<file path="src/rtl/instr_loader_pkg.sv">
// Shared definitions for the boot-time instruction loader.
//   state_e        : loader FSM states
//   HDR_BYTES      : bytes in the word-count header
//   BYTES_PER_WORD : bytes assembled into one instruction word
//   LANE_W         : width of the byte-lane counter
package instr_loader_pkg;

  typedef enum logic [2:0] {
    HDR0,
    HDR1,
    DATA,
    CHK,
    RUN,
    ERR
  } state_e;

  localparam int unsigned HDR_BYTES      = 2;
  localparam int unsigned BYTES_PER_WORD = 4;
  localparam int unsigned LANE_W         = $clog2(BYTES_PER_WORD);

endpackage

</file>
<file path="src/rtl/instr_loader_word_assembler.sv">
// Assembles little-endian 32-bit words from a byte stream.
// Ports:
//   clk_i, rst_i   : clock, asynchronous active-low reset
//   clr_i          : restart at byte lane 0
//   byte_en_i      : byte_i is a data byte to place in the current lane
//   byte_i         : data byte
//   last_lane_o    : current lane is the final lane of a word
//   word_valid_o   : one-cycle pulse after the final lane of a word is taken
//   word_o         : last completed word {b3,b2,b1,b0}; holds between pulses
module instr_loader_word_assembler
  import instr_loader_pkg::*;
(
  input  logic        clk_i,
  input  logic        rst_i,
  input  logic        clr_i,
  input  logic        byte_en_i,
  input  logic [7:0]  byte_i,
  output logic        last_lane_o,
  output logic        word_valid_o,
  output logic [31:0] word_o
);

  logic [LANE_W-1:0] lane_q, lane_d;
  logic [23:0]       shift_q, shift_d;
  logic              word_valid_q, word_valid_d;
  logic [31:0]       word_q, word_d;

  assign last_lane_o = (lane_q == LANE_W'(BYTES_PER_WORD - 1));

  always_comb begin
    lane_d       = lane_q;
    shift_d      = shift_q;
    word_valid_d = 1'b0;
    word_d       = word_q;
    if (clr_i) begin
      lane_d = '0;
    end else if (byte_en_i) begin
      // Bytes enter at the top and move down, so after three bytes the
      // shifter holds {b2,b1,b0} and the fourth byte completes the word.
      shift_d = {byte_i, shift_q[23:8]};
      if (last_lane_o) begin
        lane_d       = '0;
        word_valid_d = 1'b1;
        word_d       = {byte_i, shift_q};
      end else begin
        lane_d = lane_q + 1'b1;
      end
    end
  end

  always_ff @(posedge clk_i or negedge rst_i) begin
    if (!rst_i) begin
      lane_q       <= '0;
      shift_q      <= '0;
      word_valid_q <= 1'b0;
      word_q       <= '0;
    end else begin
      lane_q       <= lane_d;
      shift_q      <= shift_d;
      word_valid_q <= word_valid_d;
      word_q       <= word_d;
    end
  end

  assign word_valid_o = word_valid_q;
  assign word_o       = word_q;

endmodule

</file>
<file path="src/rtl/instr_loader.sv">
// Boot-time program loader: receives a byte stream (16-bit word count N,
// 4N little-endian data bytes, XOR checksum byte), writes the words to
// instruction memory from address 0 and releases the CPU on a good checksum.
// Ports:
//   clk_i, rst_i      : clock, asynchronous active-low reset
//   byte_valid_i      : upstream byte valid
//   byte_data_i       : upstream byte
//   byte_ready_o      : loader accepts a byte this cycle
//   imem_we_o         : one-cycle instruction-memory write strobe
//   imem_addr_o       : word address of the write (holds between writes)
//   imem_data_o       : instruction word to write (holds between writes)
//   start_o           : program loaded and verified; held until reset
//   busy_o            : load in progress (HDR1, DATA, CHK)
//   error_o           : sticky load failure
module instr_loader
  import instr_loader_pkg::*;
#(
  parameter int ADDR_W = 8
) (
  input  logic              clk_i,
  input  logic              rst_i,
  input  logic              byte_valid_i,
  input  logic [7:0]        byte_data_i,
  output logic              byte_ready_o,
  output logic              imem_we_o,
  output logic [ADDR_W-1:0] imem_addr_o,
  output logic [31:0]       imem_data_o,
  output logic              start_o,
  output logic              busy_o,
  output logic              error_o
);

  localparam int unsigned N_W = 8 * HDR_BYTES;
  // Capacity in words, one bit wider than the count so 2^16 is representable.
  localparam logic [N_W:0] MAX_WORDS = (N_W + 1)'(2 ** ADDR_W);

  state_e            state_q, state_d;
  logic [N_W-1:0]    n_q, n_d;
  logic [N_W:0]      widx_q, widx_d;
  logic [ADDR_W-1:0] addr_q, addr_d;
  logic [7:0]        csum_q, csum_d;

  logic accept;
  logic wa_clr, wa_en, wa_last;
  logic wa_valid;
  logic [31:0] wa_word;

  // Ready depends only on state (and reset), so bytes can stream 1/cycle.
  assign byte_ready_o = rst_i && (state_q inside {HDR0, HDR1, DATA, CHK});
  assign accept       = byte_valid_i && byte_ready_o;

  instr_loader_word_assembler u_word_asm (
    .clk_i        (clk_i),
    .rst_i        (rst_i),
    .clr_i        (wa_clr),
    .byte_en_i    (wa_en),
    .byte_i       (byte_data_i),
    .last_lane_o  (wa_last),
    .word_valid_o (wa_valid),
    .word_o       (wa_word)
  );

  always_comb begin
    state_d = state_q;
    n_d     = n_q;
    widx_d  = widx_q;
    addr_d  = addr_q;
    csum_d  = csum_q;
    wa_clr  = 1'b0;
    wa_en   = 1'b0;
    unique case (state_q)
      HDR0: begin
        if (accept) begin
          n_d[7:0] = byte_data_i;
          csum_d   = csum_q ^ byte_data_i;
          state_d  = HDR1;
        end
      end
      HDR1: begin
        if (accept) begin
          n_d    = {byte_data_i, n_q[7:0]};
          csum_d = csum_q ^ byte_data_i;
          // Rejecting oversize counts here is what keeps the address from wrapping.
          if ((n_d == '0) || ({1'b0, n_d} > MAX_WORDS)) begin
            state_d = ERR;
          end else begin
            state_d = DATA;
            widx_d  = '0;
            wa_clr  = 1'b1;
          end
        end
      end
      DATA: begin
        if (accept) begin
          wa_en  = 1'b1;
          csum_d = csum_q ^ byte_data_i;
          if (wa_last) begin
            // Address is registered alongside the assembler's word strobe.
            addr_d = widx_q[ADDR_W-1:0];
            widx_d = widx_q + 1'b1;
            if (widx_d == {1'b0, n_q}) begin
              state_d = CHK;
            end
          end
        end
      end
      CHK: begin
        if (accept) begin
          state_d = (byte_data_i == csum_q) ? RUN : ERR;
        end
      end
      RUN, ERR: begin
      end
      default: state_d = ERR;
    endcase
  end

  always_ff @(posedge clk_i or negedge rst_i) begin
    if (!rst_i) begin
      state_q <= HDR0;
      n_q     <= '0;
      widx_q  <= '0;
      addr_q  <= '0;
      csum_q  <= '0;
    end else begin
      state_q <= state_d;
      n_q     <= n_d;
      widx_q  <= widx_d;
      addr_q  <= addr_d;
      csum_q  <= csum_d;
    end
  end

  assign imem_we_o   = wa_valid;
  assign imem_data_o = wa_word;
  assign imem_addr_o = addr_q;
  assign start_o     = (state_q == RUN);
  assign error_o     = (state_q == ERR);
  assign busy_o      = (state_q inside {HDR1, DATA, CHK});

endmodule

</file>
<file path="config.mk">
export PLATFORM = sky130hd
export DESIGN_NAME = instr_loader
export DESIGN_NICKNAME = d
export VERILOG_FILES = /design/src/rtl/instr_loader_pkg.sv /design/src/rtl/instr_loader_word_assembler.sv /design/src/rtl/instr_loader.sv
export SDC_FILE = /design/constraint.sdc
export NUM_CORES = 1
export LEC_CHECK = 0
export ABC_AREA = 0
export ABC_CLOCK_PERIOD_IN_PS = 3700
export BUFFER_PORTS_ARGS = -buffer_cell sky130_fd_sc_hd__clkbuf_2
export CORE_ASPECT_RATIO = 0.5
export CORE_UTILIZATION = 35
export CTS_BUF_LIST = sky130_fd_sc_hd__clkbuf_8
export CTS_CLUSTER_DIAMETER = 120
export CTS_CLUSTER_SIZE = 12
export DETAILED_ROUTE_END_ITERATION = 8
export GPL_ROUTABILITY_DRIVEN = 0
export SLEW_MARGIN = 10
export SYNTH_ARGS = -nofsm -noshare
export SYNTH_HDL_FRONTEND = slang
export SYNTH_SLANG_ARGS = --single-unit
</file>
<file path="constraint.sdc">
create_clock -name clk_i -period 3.7 [get_ports clk_i]
set_input_delay 0.185 -clock clk_i [delete_from_list [all_inputs] [get_ports clk_i]]
set_output_delay 0.185 -clock clk_i [all_outputs]
set_load 0.01 [all_outputs]
</file>
# --- Word-level counts from Yosys, hierarchy flattened ---
# Index checks and enable logic that the tools add are counted.
op_classes:
  addsub: 2
  magnitude_cmp: 1
  eq_ne: 15
  mux: 27
  n_bitwise: 4
  n_reduce_logical: 19
ops:
  columns: ["cell", "n"]
  rows:
  - ["17-bit 2-to-1 mux", 4]
  - ["17-bit case mux with 2 select lines", 1]
  - ["3-bit 2-to-1 mux", 7]
  - ["17-bit by 1-bit adder with 17-bit output (second input constant)", 1]
  - ["17-bit by 16-bit == test with 1-bit output", 1]
  - ["16-bit by 9-bit > comparator with 1-bit output (second input constant)", 1]
  - ["16-bit logical NOT", 1]
  - ["8-bit case mux with 2 select lines", 1]
  - ["3-bit case mux with 5 select lines", 1]
  - ["2-bit inequality test (second input constant)", 5]
  - ["1-bit 2-to-1 mux", 9]
  - ["3-bit AND reduction", 3]
  - ["8-bit == test", 1]
  - ["8-bit 2-to-1 mux", 1]
  - ["8-bit bitwise XOR", 1]
  - ["7-bit AND reduction", 1]
  - ["3-bit by 2-bit == test with 1-bit output (second input constant)", 2]
  - ["3-bit == test (second input constant)", 2]
  - ["2-bit 2-to-1 mux", 3]
  - ["2-bit AND reduction", 3]
  - ["5-bit AND reduction", 1]
  - ["2-bit by 1-bit inequality test with 1-bit output (second input constant)", 2]
  - ["2-bit nonzero test", 2]
  - ["4-bit nonzero test", 1]
  - ["other kinds (10)", 13]
totals:
  reg_bits: 111
  input_bits: 11
  output_inout_bits: 45
  word_cells: 78

# --- Depth between registers and ports, before layout ---
# Gate-level depths: netlist (run 1).
logic_depth:
  word_depth: 8
  ltp_mapped: 10
  depth_no_buf: 8

# --- Cells and area by module ---
# A second synthesis (run 1) with hierarchy kept.
unflattened:
  hier_cells: 434
  hier_area_um2: 5213.8
by_module_without_submodules:
  columns: ["mod", "n_inst", "cells_each", "area_per_inst_um2", "seq_area_each_um2"]
  rows:
  - ["instr_loader", 1, 304, 2862.7, 1301.2]
  - ["instr_loader_word_assembler", 1, 130, 2351.0, 1476.4]

# --- Least setup slack after synthesis (run 1) ---
# Ideal clock, no wire load.
synth_path:
  path_type: "flip-flop to flip-flop"
  start: "register widx_q[1]"
  end: "register state_q[0]"
  setup_ns: 0.119
  arrival_time_ns: 2.252
  t_required_ns: 3.581
  path_slack_ns: 1.329
  stages_incl_launch_ff: 9
  n_path_buf: 1
  synth_period_minus_slack_ns: 2.371
  cell_sequence: "dfrtp_1 -> ha_1 -> buf_2 -> inv_1 -> or4_4 -> or4_4 -> a211oi_2 -> o2bb2ai_1 -> nor2_1"
synth_via:
  elab_chain_cells: 4
synth_lines:
  columns: ["item", "line_no", "source"]
  rows:
  - ["start, declared", "instr_loader.sv:39", "logic [N_W:0] widx_q, widx_d;"]
  - ["start signal, assigned", "instr_loader.sv:128", "widx_q <= widx_d;"]
  - ["17-bit by 1-bit adder with 17-bit output", "instr_loader.sv:100", "widx_d = widx_q + 1'b1;"]
  - ["17-bit by 16-bit == test with 1-bit output", "instr_loader.sv:101", "if (widx_d == {1'b0, n_q}) begin"]
  - ["2-bit by 1-bit inequality test with 1-bit output (no line)", null, null]
  - ["7-bit AND reduction (no line)", null, null]
  - ["end signal, assigned", "instr_loader.sv:126", "state_q <= state_d;"]
  - ["end, declared", "instr_loader.sv:37", "state_e state_q, state_d;"]
# Every way passes these cells.
# A chain may end at the register's enable or synchronous reset.

# --- Worst setup path in the final report (run 1) ---
layout_path:
  start: "register widx_q[0]"
  end: "register state_q[0]"
# Same word-level chain as after synthesis.

==> impl_metrics.py, run 1 <==
metrics = {
    "pwr": {
        "clock_power_share_pct": 36.9,
        "p_int_mw": 1.52,
        "peakVddDrop_v": 0.000202,
        "p_switching_uw": 530,
        "power.share.sequential_pct": 59.8,
        "pwr-share-comb_pct": 3.3,
        "powerDensity_nw_per_um2": 348,
        "swShare_pct": 25.9,
        "power.leakage_nw": 2.95,
    },
    "finish": {
        "syn2layout_area_growth_pct": 13.1,
        "final_layout_size_suffix_gt1_share_pct": 22.0,
        "layout.nets": 577,
        "nFillCells": 1472,
        "diodes": 0,
        "multi_input_area_um2": 2290,
        "final_cell_area_um2": 5880,
        "seqCellArea_um2": 2780,
    },
    "setup_path": {
        "required_ns": 3.98,
        "cp_common_cell": "nor2_1",
        "critical_path_depth": 8,
        "crit_start": "widx_q[0]",
        "cp_top_family": "simple AND/OR/NAND/NOR gates",
        "cp_slowest_cell": "dfrtp_1",
        "startpoint_type": "flip-flop",
        "critPathArrivalTime_ns": 3.12,
        "cp-end-kind": "flip-flop",
        "ff2ff_path_depth": 8,
        "crit_path_max_incr_delay_ns": 0.51,
        "path_cells": "ha_1, inv_1, nor2_1, nand3_1, a2111o_1, nor4_1, o2bb2ai_1, nor2_1",
        "critPathBufInv": 1,
        "path_class": "flip-flop to flip-flop",
        "worstReg2RegStart": "widx_q[0]",
        "crit_fanout": 10,
    },
    "yosys": {
        "yosysUniqueCellTypes": 53,
        "synthesis.area_um2": 5200,
        "synth_seq_area_share_pct": 53.4,
        "synthArstFlopShare_pct": 100,
        "yosysWarnings": 0,
        "ys_seq_elements": 111,
        "syn_inst": 520,
        "syn-num-nets": 533,
        "ys.flop_type": "dfrtp_1",
        "synth-edff-count": 0,
        "syn_area_per_cell_um2": 10.0,
    },
    "routing": {
        "drt-initial-drc-count": 154,
        "ant_nets": 0,
        "vias": 3842,
        "vias_per_cell": 5.01,
        "dr.pass1.iters": 4,
        "wl_per_cell_um": 15.1,
        "drt-total-wl_um": 11600,
        "drc_errors": 0,
    },
    "floorplan": {
        "dieArea_um2": 15400,
        "die_w_um": 174,
        "start_util_pct": 35.9,
        "ios": 56,
        "core_um2": 14500,
        "rows": 31,
        "dieHeight_um": 88.2,
    },
    "global_route": {
        "grt_pass1_wl_um": 19200,
        "antenna_found_initial": 0,
        "grt_max_degree": 65,
        "overflow": 0,
        "grt_pass1_vias": 3579,
        "grt_usage_pct": 16.0,
    },
    "timing": {
        "fin_crit_sh_pct": 76.7,
        "max_slew_margin_pct": 48.1,
        "min_period_ns": 2.84,
        "fmax_ghz": 0.352,
        "setup_tns_ns": 0,
        "drv_slew": 0,
        "rsz0062_at_grt": "false",
        "setup_violations": 0,
        "worst_slew_pin_slew_ns": 0.778,
        "clock_skew_ns": 0.0123,
        "hold_viol": 0,
    },
    "flow_run": {
        "drv_cap": 0,
    },
    "hold_path": {
        "holdPathStages": 3,
        "hp-start": "byte_data_i[1]",
        "worst_hold_path_type": "input pin to flip-flop",
    },
    "clocking": {
        "cts_setup_buffers": 0,
        "cts_root_buffer": "clkbuf_8",
        "clk_pin_slew_ns": 0.11,
        "cts.sinks": 111,
        "tritoncts": "built",
        "htreeDepth": 3,
        "cts_buffer_depth": 2,
        "clk_latency_ns": 0.38,
        "numCtsBuffers": 9,
    },
    "placement": {
        "portBuffers": 55,
        "place_area_um2": 5660,
        "dp_hpwl_um": 7820,
    },
    "run_status": {
        "outcome": "finished clean",
    },
}
## per-stage QoR
step                cells  worst slack [ns]  hold slack (ns)  utilization, %  power, mW
floorplan             520              1.33           -0.111               -       1.27
global placement      750              1.09            0.415            39.0       1.32
detailed placement    750             0.910            0.422            39.0       1.32
CTS                   767             0.888           0.0923            40.6       2.08
global route          767             0.595            0.103            40.6       2.13
finish                767             0.861            0.103            40.6       2.05
## worst reg2reg max path, stage by stage, from the launching register on
cell	delay (ns)
dfrtp_1	0.51
ha_1	0.41
inv_1	0.18
nor2_1	0.41
nand3_1	0.19
a2111o_1	0.44
nor4_1	0.38
o2bb2ai_1	0.17
nor2_1	0.05
## layout by cell type, fill, tap and decap left out, types with 3 or more instances in the layout
cell      instances
nand3b_1          3
nand2b_1          4
nor3_1            4
buf_4             7
nand3_1           7
o31ai_1          10
nand2_1         146
clkbuf_2         54
xnor2_1          21
and2_1            5
and4_1            3
inv_1             5
nor4_1            4
or3_1             3
a31oi_1           7
nand4_1           7
nor2b_1           4
mux2_2           40
a21oi_1          10
nor2_1           18
dfrtp_1         111
clkbuf_8          9
or4_1             3
xor2_1           12
o21ai_0          20
o21ai_1           9
## what timing repair did
item                                    4_1_cts  5_1_grt
hold endpoints to repair                     12        0
hold buffers                                  1        0
endpoints found under the setup margin        0        0
resized for setup                             0        0
## layer usage
metal	vias up	wire (µm)	track usage [%]
li1	1870	-	-
met4	0	136	4.55
met1	1902	5930	22.9
met5	-	0	0
met2	60	5140	24.6
met3	10	377	3.39
## registers in the layout (all words and copies together) (netlist names)
name	count
u_word_asm.word_valid_o	1
state_q	3
u_word_asm.word_o	32
u_word_asm.shift_q	24
u_word_asm.lane_q	2
csum_q	8
n_q	16
widx_q	17
imem_addr_o	8
## area by class of cell
| type | count | share of cell area [%] |
|---|---|---|
| clock buffer | 9 | 2.11 |
| clock inverter | 7 | 1.51 |
| inverter | 5 | 0.319 |
| multi-input combinational | 375 | 39.0 |
| sequential | 111 | 47.2 |
| tap | 198 | 4.21 |
| timing repair buffer | 62 | 5.66 |
## cells by family (layout without fill, tap and decap cells)
family                     after synthesis  count (layout)  share of synthesized area, %
xor gates and xnor gates                33              33                          5.56
DFF                                    111             111                          53.4
adders and majority gates                2               2                         0.481
AOI/OAI and AO/OA                       73              73                          9.02
muxes                                   42              42                          9.07
and+or+nand+nor                        225             225                          19.8
buffers and inverters                   34              83                          2.67
## path summary, 6_finish.rpt
check                                    endpoint  slack [ns]
max reg2reg                            state_q[0]        0.86
max                                    state_q[0]        0.86
max in group asynchronous  u_word_asm.shift_q[22]        1.97
min reg2reg                  u_word_asm.word_o[2]        0.47
min in group asynchronous          imem_addr_o[7]        0.51
min                         u_word_asm.word_o[25]        0.10
## synth_stat cells (4+ instances only)
library cell    n  area share [%]
nand3_1         7            0.67
nand4_1         7            0.84
buf_2           6            0.58
nand2_1       147              11
inv_1           5            0.36
xnor2_1        21             3.5
nor3_1          4            0.38
and2_1          5            0.60
o21ai_1         9            0.87
buf_1           4            0.29
xor2_1         12             2.0
dfrtp_1       111              53
nand2b_1        4            0.48
mux2_2         40             8.7
o31ai_1        10             1.4
nor2_1         18             1.3
clkbuf_1       18             1.3
a21oi_1        10            0.96
o21ai_0        20             1.9
a31oi_1         7            0.84
nor2b_1         4            0.48
nor4_1          4            0.48
## power by group through the flow
| stage | registers, mW | logic, mW | clock network (mW) |
|---|---|---|---|
| detailed placement | 1.25 | 0.0696 | 0 |
| global route | 1.23 | 0.0772 | 0.822 |
| global placement | 1.25 | 0.0686 | 0 |
| finish | 1.23 | 0.0670 | 0.756 |
| CTS | 1.23 | 0.0704 | 0.783 |
| floorplan | 1.25 | 0.0224 | 0 |
Note: power is estimated with default switching activity, not from simulation.
==> inputs of run 2 (changes only) <==
- ABC_CLOCK_PERIOD_IN_PS: 3700 -> 2550
- clock period: 3.7 -> 2.55 ns (I/O delays scaled with it)
==> impl_metrics.py, run 2 (synthesis results as in run 1) <==
metrics = {
    "global_route": {
        "grt_pass1_vias": 3768,
        "grt_max_degree": 74,
        "grt_pass1_wl_um": 19700,
        "grt_usage_pct": 16.4,
        "antenna_found_initial": 0,
        "overflow": 0,
    },
    "clocking": {
        "cts_buffer_depth": 2,
        "tritoncts": "built",
        "htreeDepth": 3,
        "clk_pin_slew_ns": 0.12,
        "cts_root_buffer": "clkbuf_8",
        "clk_latency_ns": 0.39,
        "cts_setup_buffers": 0,
        "numCtsBuffers": 9,
        "cts.sinks": 111,
    },
    "routing": {
        "dr.pass1.iters": 4,
        "drc_errors": 0,
        "vias": 3865,
        "ant_nets": 0,
        "drt-total-wl_um": 12000,
        "vias_per_cell": 4.94,
        "wl_per_cell_um": 15.3,
        "drt-initial-drc-count": 215,
    },
    "setup_path": {
        "cp_slowest_cell": "or4_4",
        "critical_path_depth": 6,
        "critPathBufInv": 0,
        "r2r_setup_slack_ns": 0.14,
        "r2r-end": "state_q[0]",
        "required_ns": 2.82,
        "critPathArrivalTime_ns": 2.68,
        "ff2ff_path_depth": 6,
        "cp-end-kind": "flip-flop",
        "worstReg2RegStart": "widx_q[2]",
        "path_class": "flip-flop to flip-flop",
        "crit_path_max_incr_delay_ns": 0.60,
        "path_cells": "nand4_2, or4_4, or4_4, a211oi_2, o2bb2ai_1, nor2_1",
        "cp_top_family": "simple AND/OR/NAND/NOR gates",
        "cp_common_cell": "or4_4",
        "startpoint_type": "flip-flop",
        "crit_fanout": 10,
    },
    "placement": {
        "dp_slack_ns": 0.183,
        "portBuffers": 55,
        "dp_cells": 765,
        "dp_hpwl_um": 8090,
    },
    "floorplan": {
        "start_util_pct": 35.9,
        "rows": 31,
        "dieArea_um2": 15400,
        "die_w_um": 174,
        "core_um2": 14500,
        "dieHeight_um": 88.2,
        "ios": 56,
    },
    "pwr": {
        "clock_power_share_pct": 36.1,
        "power.share.sequential_pct": 60.5,
        "power_mw": 2.94,
        "powerDensity_nw_per_um2": 490,
        "p_switching_uw": 758,
        "peakVddDrop_v": 0.000281,
        "power.leakage_nw": 3.02,
        "pwr-share-comb_pct": 3.4,
        "swShare_pct": 25.8,
        "p_int_mw": 2.18,
    },
    "timing": {
        "drv_slew": 0,
        "fmax_ghz": 0.416,
        "fin_crit_sh_pct": 94.4,
        "min_period_ns": 2.41,
        "rsz0062_at_grt": "false",
        "worst_slew_pin_slew_ns": 0.925,
        "setup_violations": 0,
        "fin_ws_ns": 0.144,
        "clock_skew_ns": 0.0192,
        "hold_viol": 0,
        "setup_tns_ns": 0,
        "max_slew_margin_pct": 38.4,
    },
    "flow_run": {
        "drv_cap": 0,
    },
    "finish": {
        "final_layout_size_suffix_gt1_share_pct": 24.0,
        "syn2layout_area_growth_pct": 15.4,
        "fin_util_pct": 41.4,
        "nFillCells": 1442,
        "layout_common_cells": "nand2_1, dfrtp_1, clkbuf_2, mux2_2, xnor2_1",
        "largest_reg_flops": 32,
        "final_common_cell": "nand2_1",
        "final_cells": 782,
        "seqCellArea_um2": 2780,
        "layout.nets": 592,
        "multi_input_area_um2": 2290,
        "diodes": 0,
    },
    "hold_path": {
        "worst_hold_path_type": "input pin to flip-flop",
        "holdPathStages": 3,
        "whs_endpoint": "u_word_asm.word_o[27]",
        "hp-start": "byte_data_i[3]",
    },
    "run_status": {
        "outcome": "finished clean",
    },
}
## run 2: changes by cell type in the layout (fill, tap and decap cells not counted)
| cell | delta |
|---|---|
| inv_6 | +2 |
| inv_12 | -1 |
| buf_12 | +2 |
| buf_4 | +13 |
| clkinvlp_4 | +2 |
| inv_8 | -2 |
| clkinv_4 | -1 |
## run 2: power by group through the flow
stage	clock (mW)	combinational [mW]	sequential, mW
6_report	1.06	0.100	1.78
4_1_cts	1.09	0.104	1.78
3_5_place_dp	0	0.103	1.81
3_3_place_gp	0	0.102	1.81
5_1_grt	1.16	0.114	1.78
2_1_floorplan	0	0.0325	1.81
## run 2: worst min-delay path, stage by stage
cell,delay (ns)
clkbuf_2,0.16
nand2_1,0.09
nand2_1,0.05
## run 2: layout make-up
cell class                 instances  area share, %
clock inverter                     7           1.23
timing repair buffer              77           7.83
multi-input combinational        375           38.2
tap                              198           4.13
inverter                           5          0.313
clock buffer                       9           2.06
sequential                       111           46.2
## run 2: worst max-delay path by stage
stage	start	end	slack (ns)
floorplan	widx_q[1]	state_q[0]	0.18
global placement	widx_q[2]	state_q[0]	0.23
detailed placement	widx_q[2]	state_q[0]	0.18
CTS	widx_q[2]	state_q[0]	0.14
global route	widx_q[2]	state_q[0]	0.01
finish	widx_q[2]	state_q[0]	0.14
## run 2: what timing repair did
action	4_1_cts	5_1_grt
hold buffers	1	0
endpoints found under the setup margin	0	0
hold endpoints to repair	38	0
resized for setup	0	0
## run 2: metal layers
| metal | share of wire (%) | track usage (%) |
|---|---|---|
| met5 | 0 | 0 |
| met4 | 0.83 | 3.91 |
| met3 | 3.3 | 2.96 |
| met2 | 45 | 26.5 |
| met1 | 51 | 23.1 |
## run 2: through the flow
| step | instance area [µm²] | hold WS (ns) |
|---|---|---|
| finish | 6010 | 0.0496 |
| CTS | 6010 | 0.0487 |
| global placement | 5800 | 0.301 |
| global route | 6010 | 0.0571 |
| detailed placement | 5800 | 0.313 |
| floorplan | 5200 | -0.168 |
